==> config.mk <==
export PLATFORM = sky130hd
export DESIGN_NAME = icache_direct
export DESIGN_NICKNAME = d
export VERILOG_FILES = /design/src/rtl/icache_direct.sv
export SDC_FILE = /design/constraint.sdc
export NUM_CORES = 2
export LEC_CHECK = 0
export BUFFER_PORTS_ARGS = -buffer_cell sky130_fd_sc_hd__buf_2
export CORE_MARGIN = 8
export CORE_UTILIZATION = 40
export DETAILED_ROUTE_END_ITERATION = 6
export PLACE_DENSITY = 0.67
export SYNTH_ARGS = -nofsm -noshare
export SYNTH_HDL_FRONTEND = slang
export SYNTH_SLANG_ARGS = --single-unit
==> constraint.sdc <==
create_clock -name clk_in -period 4.5 [get_ports clk_in]
set_input_delay 0.9 -clock clk_in [delete_from_list [all_inputs] [get_ports clk_in]]
set_output_delay 0.9 -clock clk_in [all_outputs]
set_load 0.01 [all_outputs]
==> src/rtl/icache_direct.sv <==
// Direct-mapped, one-word-line instruction cache with single-outstanding refill.
// Hits respond one cycle after the request; a miss responds one cycle after mem_ready.
module icache_direct #(
    parameter int INDEX_BITS = 6,
    parameter int TAG_BITS   = 30 - INDEX_BITS
) (
    input  logic        clk_in,
    input  logic        rst_in,
    input  logic        rdy_in,
    input  logic        fetch_req,
    input  logic [31:0] fetch_pc,
    input  logic        flush,
    output logic        inst_valid,
    output logic [31:0] inst,
    output logic [31:0] inst_pc,
    output logic        mem_need,
    output logic [31:0] mem_addr,
    input  logic        mem_ready,
    input  logic [31:0] mem_ins
);
    localparam int LINES = 1 << INDEX_BITS;

    typedef enum logic {S_IDLE = 1'b0, S_MISS = 1'b1} state_t;

    state_t r_state;
    state_t w_state_nxt;

    logic [31:0]         r_data [LINES];
    logic [TAG_BITS-1:0] r_tag  [LINES];
    logic [LINES-1:0]    r_valid;

    logic        r_inst_valid;
    logic [31:0] r_inst;
    logic [31:0] r_inst_pc;
    logic        r_mem_need;
    logic [31:0] r_mem_addr;
    logic        r_discard;

    logic        w_nxt_valid;
    logic [31:0] w_nxt_inst;
    logic [31:0] w_nxt_pc;
    logic        w_nxt_need;
    logic [31:0] w_nxt_addr;
    logic        w_nxt_discard;

    logic [INDEX_BITS-1:0] w_idx;
    logic [TAG_BITS-1:0]   w_tag;
    logic                  w_hit;
    logic [INDEX_BITS-1:0] w_fill_idx;
    logic [TAG_BITS-1:0]   w_fill_tag;
    logic                  w_fill;
    logic                  w_unused;

    assign w_idx      = fetch_pc[2+INDEX_BITS-1:2];
    assign w_tag      = fetch_pc[31:2+INDEX_BITS];
    assign w_hit      = r_valid[w_idx] && (r_tag[w_idx] == w_tag);
    // the latched miss address doubles as the pending pc/tag/index
    assign w_fill_idx = r_mem_addr[2+INDEX_BITS-1:2];
    assign w_fill_tag = r_mem_addr[31:2+INDEX_BITS];
    assign w_fill     = rdy_in && (r_state == S_MISS) && mem_ready;
    assign w_unused   = ^fetch_pc[1:0];

    always_ff @(posedge clk_in or negedge rst_in) begin
        if (!rst_in) begin
            r_state <= S_IDLE;
        end else if (rdy_in) begin
            r_state <= w_state_nxt;
        end
    end

    always_comb begin
        w_state_nxt = r_state;
        case (r_state)
            S_IDLE: if (fetch_req && !flush && !w_hit) w_state_nxt = S_MISS;
            S_MISS: if (mem_ready) w_state_nxt = S_IDLE;
            default: w_state_nxt = S_IDLE;
        endcase
    end

    always_comb begin
        w_nxt_valid   = 1'b0;
        w_nxt_inst    = r_inst;
        w_nxt_pc      = r_inst_pc;
        w_nxt_need    = r_mem_need;
        w_nxt_addr    = r_mem_addr;
        w_nxt_discard = r_discard;
        case (r_state)
            S_IDLE: begin
                if (fetch_req && !flush) begin
                    if (w_hit) begin
                        w_nxt_valid = 1'b1;
                        w_nxt_inst  = r_data[w_idx];
                        w_nxt_pc    = {fetch_pc[31:2], 2'b00};
                    end else begin
                        w_nxt_need    = 1'b1;
                        w_nxt_addr    = {fetch_pc[31:2], 2'b00};
                        w_nxt_discard = 1'b0;
                    end
                end
            end
            S_MISS: begin
                if (mem_ready) begin
                    w_nxt_need    = 1'b0;
                    w_nxt_discard = 1'b0;
                    if (!r_discard && !flush) begin
                        w_nxt_valid = 1'b1;
                        w_nxt_inst  = mem_ins;
                        w_nxt_pc    = r_mem_addr;
                    end
                end else if (flush) begin
                    w_nxt_discard = 1'b1;
                end
            end
            default: ;
        endcase
    end

    always_ff @(posedge clk_in or negedge rst_in) begin
        if (!rst_in) begin
            r_valid      <= '0;
            r_inst_valid <= 1'b0;
            r_inst       <= '0;
            r_inst_pc    <= '0;
            r_mem_need   <= 1'b0;
            r_mem_addr   <= '0;
            r_discard    <= 1'b0;
        end else if (rdy_in) begin
            r_inst_valid <= w_nxt_valid;
            r_inst       <= w_nxt_inst;
            r_inst_pc    <= w_nxt_pc;
            r_mem_need   <= w_nxt_need;
            r_mem_addr   <= w_nxt_addr;
            r_discard    <= w_nxt_discard;
            if (w_fill) r_valid[w_fill_idx] <= 1'b1;
        end
    end

    // payload arrays need no reset; the valid bits gate every use
    always_ff @(posedge clk_in) begin
        if (w_fill) begin
            r_data[w_fill_idx] <= mem_ins;
            r_tag[w_fill_idx]  <= w_fill_tag;
        end
    end

    assign inst_valid = r_inst_valid;
    assign inst       = r_inst;
    assign inst_pc    = r_inst_pc;
    assign mem_need   = r_mem_need;
    assign mem_addr   = r_mem_addr;
endmodule

### Word-level counts from Yosys, hierarchy flattened

Memories as Yosys holds them, arrays and structs flattened.
Cells that the tools add are included.

| word-level totals | value |
|---|---|
| flip-flop bits (word level) | 162 |
| bits in latches | 0 |
| bits in writable memories | 3584 |
| bits in read-only memories | 0 |
| input bits | 70 |
| output and inout port bits | 98 |
| memories kept | 2 |

Memories:

| name | depth | width | rd ports | clocked after Yosys merged registers in | wr ports | line | text |
|---|---|---|---|---|---|---|---|
| r_data | 64 | 32 | 1 | 0 | 1 | 28 | `logic [31:0] r_data [LINES];` |
| r_tag | 64 | 24 | 1 | 0 | 1 | 29 | `logic [TAG_BITS-1:0] r_tag [LINES];` |

| operators by class | value |
|---|---|
| add/subtract/negate cells | 0 |
| $mul | 0 |
| div/mod/pow operators | 0 |
| order comparisons | 3 |
| equality and inequality tests | 7 |
| shift-type cells | 0 |
| mux-type cells | 33 |
| bitwise operators | 3 |
| reduce and logical (&&, ||, !) cells | 15 |

Operators with widths:

| cell | number |
|---|---|
| 32-bit 2-to-1 mux | 8 |
| 32-bit one-hot mux with 2 select lines | 2 |
| 64-bit OR | 1 |
| 24-bit == test | 1 |
| 1-bit 2-to-1 mux | 17 |
| 6-bit by 7-bit < comparator with 1-bit output, second input constant | 2 |
| 4-bit AND reduction | 3 |
| 2-bit != test, second input constant | 4 |
| 1-bit one-hot mux with 2 select lines | 4 |
| 1-bit logical AND | 7 |
| 1-bit binary-select mux with 6-bit select | 1 |
| 1-bit demux with 6-bit select | 1 |
| 6-bit by 1-bit greater-or-equal comparator with 1-bit output, second input constant | 1 |
| 5-bit AND reduction | 1 |
| 1-bit logical NOT | 3 |
| 3-bit != test, second input constant | 1 |
| 2-bit by 1-bit != test with 1-bit output, second input constant | 1 |
| 1-bit inverter | 2 |
| 2-bit AND reduction | 1 |

### Longest topological paths before layout

| depth | value |
|---|---|
| word-level depth | 7 |
| depth in mapped cells | 18 |

### Worst setup path after synthesis

No wires, ideal clock.

| timing | value |
|---|---|
| kind | input to register |
| start point | input fetch_pc[2] |
| end point | register r_inst[10], in the netlist inst[10] |
| setup time | 0.125 ns |
| arrival time | 4.336 ns |
| required time | 4.375 ns |
| path slack | 0.039 ns |
| stages | 15 |
| cell sequence | buf_6 > buf_6 > buf_6 > buf_4 > buf_6 > buf_6 > buf_2 > buf_6 > buf_2 > buf_2 > mux4_2 > mux4_2 > mux2i_1 > a31oi_1 > mux2_4 |

| on the way | value |
|---|---|
| cells in the longest elaborated chain, start to end | 5 |

Ends and longest elaborated chain:

| element | line | text |
|---|---|---|
| start: declaration | 11 | `input logic [31:0] fetch_pc,` |
| memory 64 x 24 bit / 1-bit binary-select mux with 6-bit select (equally long branches) | -- |  |
| 24-bit == test / 1-bit 2-to-1 mux (equally long branches) | 56 | `assign w_hit = r_valid[w_idx] && (r_tag[w_idx] == w_tag);` |
| 1-bit logical AND | 56 |  |
| 2-bit != test (no line) | -- |  |
| 5-bit AND reduction (no line) | -- |  |
| end signal: assignment | 129 | `r_inst <= w_nxt_inst;` |
| end: declaration | 33 | `logic [31:0] r_inst;` |

Parallel ways exist; a longest one is shown, timed or not. The select of a mux whose other input is x is not followed.
A chain may end at the register's enable or synchronous reset.

### Worst setup path in the final report

| timing | value |
|---|---|
| start point | input fetch_pc[2] |
| end point | register r_inst_pc[12], in the netlist inst_pc[12] |

| on the way | value |
|---|---|
| cells in the longest elaborated chain, start to end | 5 |

Ends and longest elaborated chain:

| element | line | text |
|---|---|---|
| memory 64 x 24 bit / 1-bit binary-select mux with 6-bit select (equally long branches) | -- |  |
| 24-bit == test / 1-bit 2-to-1 mux (equally long branches) | 56 |  |
| 1-bit logical AND * | 56 |  |
| 2-bit != test (no line) * | -- |  |
| 5-bit AND reduction (no line) * | -- |  |
| end signal: assignment | 130 | `r_inst_pc <= w_nxt_pc;` |
| end: declaration | 34 | `logic [31:0] r_inst_pc;` |

Mark *: on every way between the ends. The rest lies on a longest branch, timed or not. The select of a mux whose other input is x is not followed.

==> qor.txt <==
WL/cell: 33.5 microns
Worst VDD drop: 346 uV
Asr flop ratio synth: 4.27%
DR vias: 72,600
Die Ht: 616 microns
Fin. max-slew vios: 0
Num CTS Buffers: 355
Critical path class: in2reg
R2r startpoint: r_tag[51][9]
DR iter-0 viols: 9,953
Max-Slew Margin vs Limit: 18.3%
Top_reg_cell synth: edfxtp_1
Num rows: 220
I/O Pins: 168
Area leader, netlist: edfxtp_1
Clk sink count: 3,744
Most frequent cells in the layout: edfxtp_1 (3,584), mux4_2 (897), buf_4 (428), clkbuf_16 (365), mux2i_1 (322)
Largest net degree at the start of global routing: 93
Data required, critical path: 5.27 ns
Total GRT Usage: 20.9%
Post-Syn Instances: 6,388
Die Footprint: 0.380 sq mm
Clock skew: 0.0619 ns
Root buffer cell: clkbuf_16
Number of global-route vias before repair: 73,000
Synth warnings: 0
Fmax: 0.229 GHz
Final net count: 7,189
Vias per inst: 5.95
First-pass GRT wire length: 567,000 microns
Capturing point of the worst reg2reg path: inst_pc[12]
Clock latency reported for the late side of the worst-skew pair: 0.91 ns
Initial core utilization: 40.2%
Syn Area/Cell: 22.6 sq um
WL final: 409,000 microns
HPWL Detailed: 221,000 microns
H-tree level count: 5
Area of the mapped netlist: 0.144 sq mm
Clock-pin slew of the registers on the worst-case setup and hold paths: 0.06 ns
Lkg Pwr: 54.3 nW
Quantity of gates resized following cts: 0
Power, Total: 76.2 mW
Finished Core Util: 46.6%
CTS Buffer Depth: 4
Worst setup path endpoint: inst_pc[12]
Crit path time final: 4.36 ns
Post-synth EDFFs: 3,584
TritonCTS clock tree: yes
Final Cycle Share: 97.0%
# Max-Cap Violations: 0
R2r setup slk: 0.28 ns
Final hold violations: 0
Sequential fraction of the synthesis area: 77.4%
Port buffer count: 161
Cell area after placement: 0.156 sq mm
Worst-Margin Slew: 1.22 ns
Status: completed
DRC Markers: 0
Startpoint types: primary input
Initial antenna violation count: 30
Placed Cells incl. Taps: 11,500
Area contributors post-synth: edfxtp_1 (75%), mux4_2 (14%), dfrtp_1 (2.8%), mux2i_1 (2.2%), a22oi_1 (0.80%)
Core ar.: 0.359 sq mm
RSZ-0062 raised after global routing: false
Final setup viols: 0
Grt ovf: 0
Commonest non-fill, non-tap cell in the layout: edfxtp_1
Routability congestion estimate: 0.831
Setup bufs post-CTS: 0
Die W: 616 microns
Antenna Nets Post-Route: 0
TritonRoute pass-1 iters: 6
Crit end category: flop
Worst Path Max Fanout: 32
Share of layout cells above drive strength 1: 33.0%
Critical Path Source: fetch_pc[2]
Pwr dens: 456 mW/mm^2
Worst hold margin: 0.309 ns
Share of the synthesized area in the top cell type: 74.7%
Worst EP arrival: 5.14 ns
Area delta synth->final: 15.9%
Yosys cell types: 68
Design Area, Final: 0.167 sq mm
Reg2Reg Depth: 14
FF+latch count, synth: 3,744
Post-route insts no fill: 12,200
Worst Hold Class: in2reg
[how the worst min path moves through the flow]
stage	from	slack, ns	endpoint	cells past startpoint
after floorplan	r_valid[10]	0.43	r_valid[10]	1
after global placement	r_valid[26]	0.45	r_valid[26]	1
after detailed placement	r_valid[60]	0.45	r_valid[60]	1
after CTS	fetch_pc[9]	0.26	mem_addr[9]	2
after global routing	fetch_pc[13]	0.29	mem_addr[13]	2
final	fetch_pc[9]	0.31	mem_addr[9]	2
[cell type report]
cell class	count	area [sq um]
clock buffer	438	9540
clock inverter	207	1960
inverter	7	36.3
timing repair buffer	721	6730
tap	4773	5970
multi-input combinational	2290	31200
sequential	3744	112000
antenna	14	35.0
fill	29100	192000
[routing by layer]
layer / wire length, microns / track usage (%) / vias to the layer above / part of all wire, %
met2: 204000 / 35.5 / 4327 / 50
met4: 20700 / 9.27 / 2 / 5.1
li1: - / - / 28500 / -
met5: 13 / 0 / - / 0.0032
met3: 38700 / 3.90 / 916 / 9.5
met1: 145000 / 26.2 / 38900 / 35
[sequential cells by signal, summed over array words and instances, names as in the netlist]
name and cells:
mem_addr 30, r_valid 64, r_data 2048, inst 32, r_state 1, r_discard 1, mem_need 1, r_tag 1536
inst_pc 30, inst_valid 1
[synthesized netlist by cell type, types with 42 or more instances]
| library cell | n |
|---|---|
| or2_2 | 66 |
| clkbuf_1 | 156 |
| dfrtp_1 | 160 |
| buf_2 | 110 |
| a21oi_1 | 42 |
| nand3_1 | 67 |
| mux2_2 | 73 |
| a22oi_1 | 153 |
| nand2_1 | 69 |
| mux4_2 | 897 |
| mux2_4 | 58 |
| o22ai_1 | 56 |
| edfxtp_1 | 3584 |
| mux2i_1 | 322 |
| nor2_1 | 194 |
[through the flow]
stage	setup TNS [ns]	worst slack (ns)
after floorplan	0	0.0392
after global placement	-53.40	-0.640
after detailed placement	-52.94	-0.641
after CTS	0	0.287
after global routing	0	0.131
final	0	0.136
[what timing repair did]
item                       4_1_cts  5_1_grt
hold endpoints to repair        62        0
hold buffers                     1        0
setup endpoints to repair        0        0
[worst max-delay path, cell delays in order]
cell and delay, ns:
buf_12 0.19, buf_12 0.22, buf_12 0.22, nor2b_1 0.32, buf_4 0.18, a22oi_1 0.06
nand3_1 0.13, nand4_1 0.11, or3_1 0.43, xor2_1 0.19, nor3_1 0.32, buf_4 0.19
nand4_1 0.22, nor4_4 0.39, buf_12 0.18, a21oi_4 0.08, buf_12 0.21, mux2_4 0.38
[logic make-up (layout without fill, tap and decap cells)]
| logic type | Yosys count | after routing | synth area share [%] |
|---|---|---|---|
| xor+xnor | 32 | 32 | 0.194 |
| compound gates | 376 | 376 | 1.82 |
| flops | 3744 | 3744 | 77.4 |
| simple gates | 524 | 524 | 1.80 |
| buf+inv | 357 | 1373 | 1.29 |
| other cells | 1 | 18 | 0.00260 |
| mux | 1354 | 1354 | 17.5 |
[power by group]
group | internal (mW) | switching, mW | leakage (nW) | total (mW)
combinational | 2.30 | 3.09 | 14.4 | 5.39
sequential | 39.8 | 1.18 | 34.3 | 41.0
clock | 16.9 | 12.9 | 5.64 | 29.8
total | 59.0 | 17.2 | 54.3 | 76.2
No activity file was read; power rests on OpenSTA's default activity.
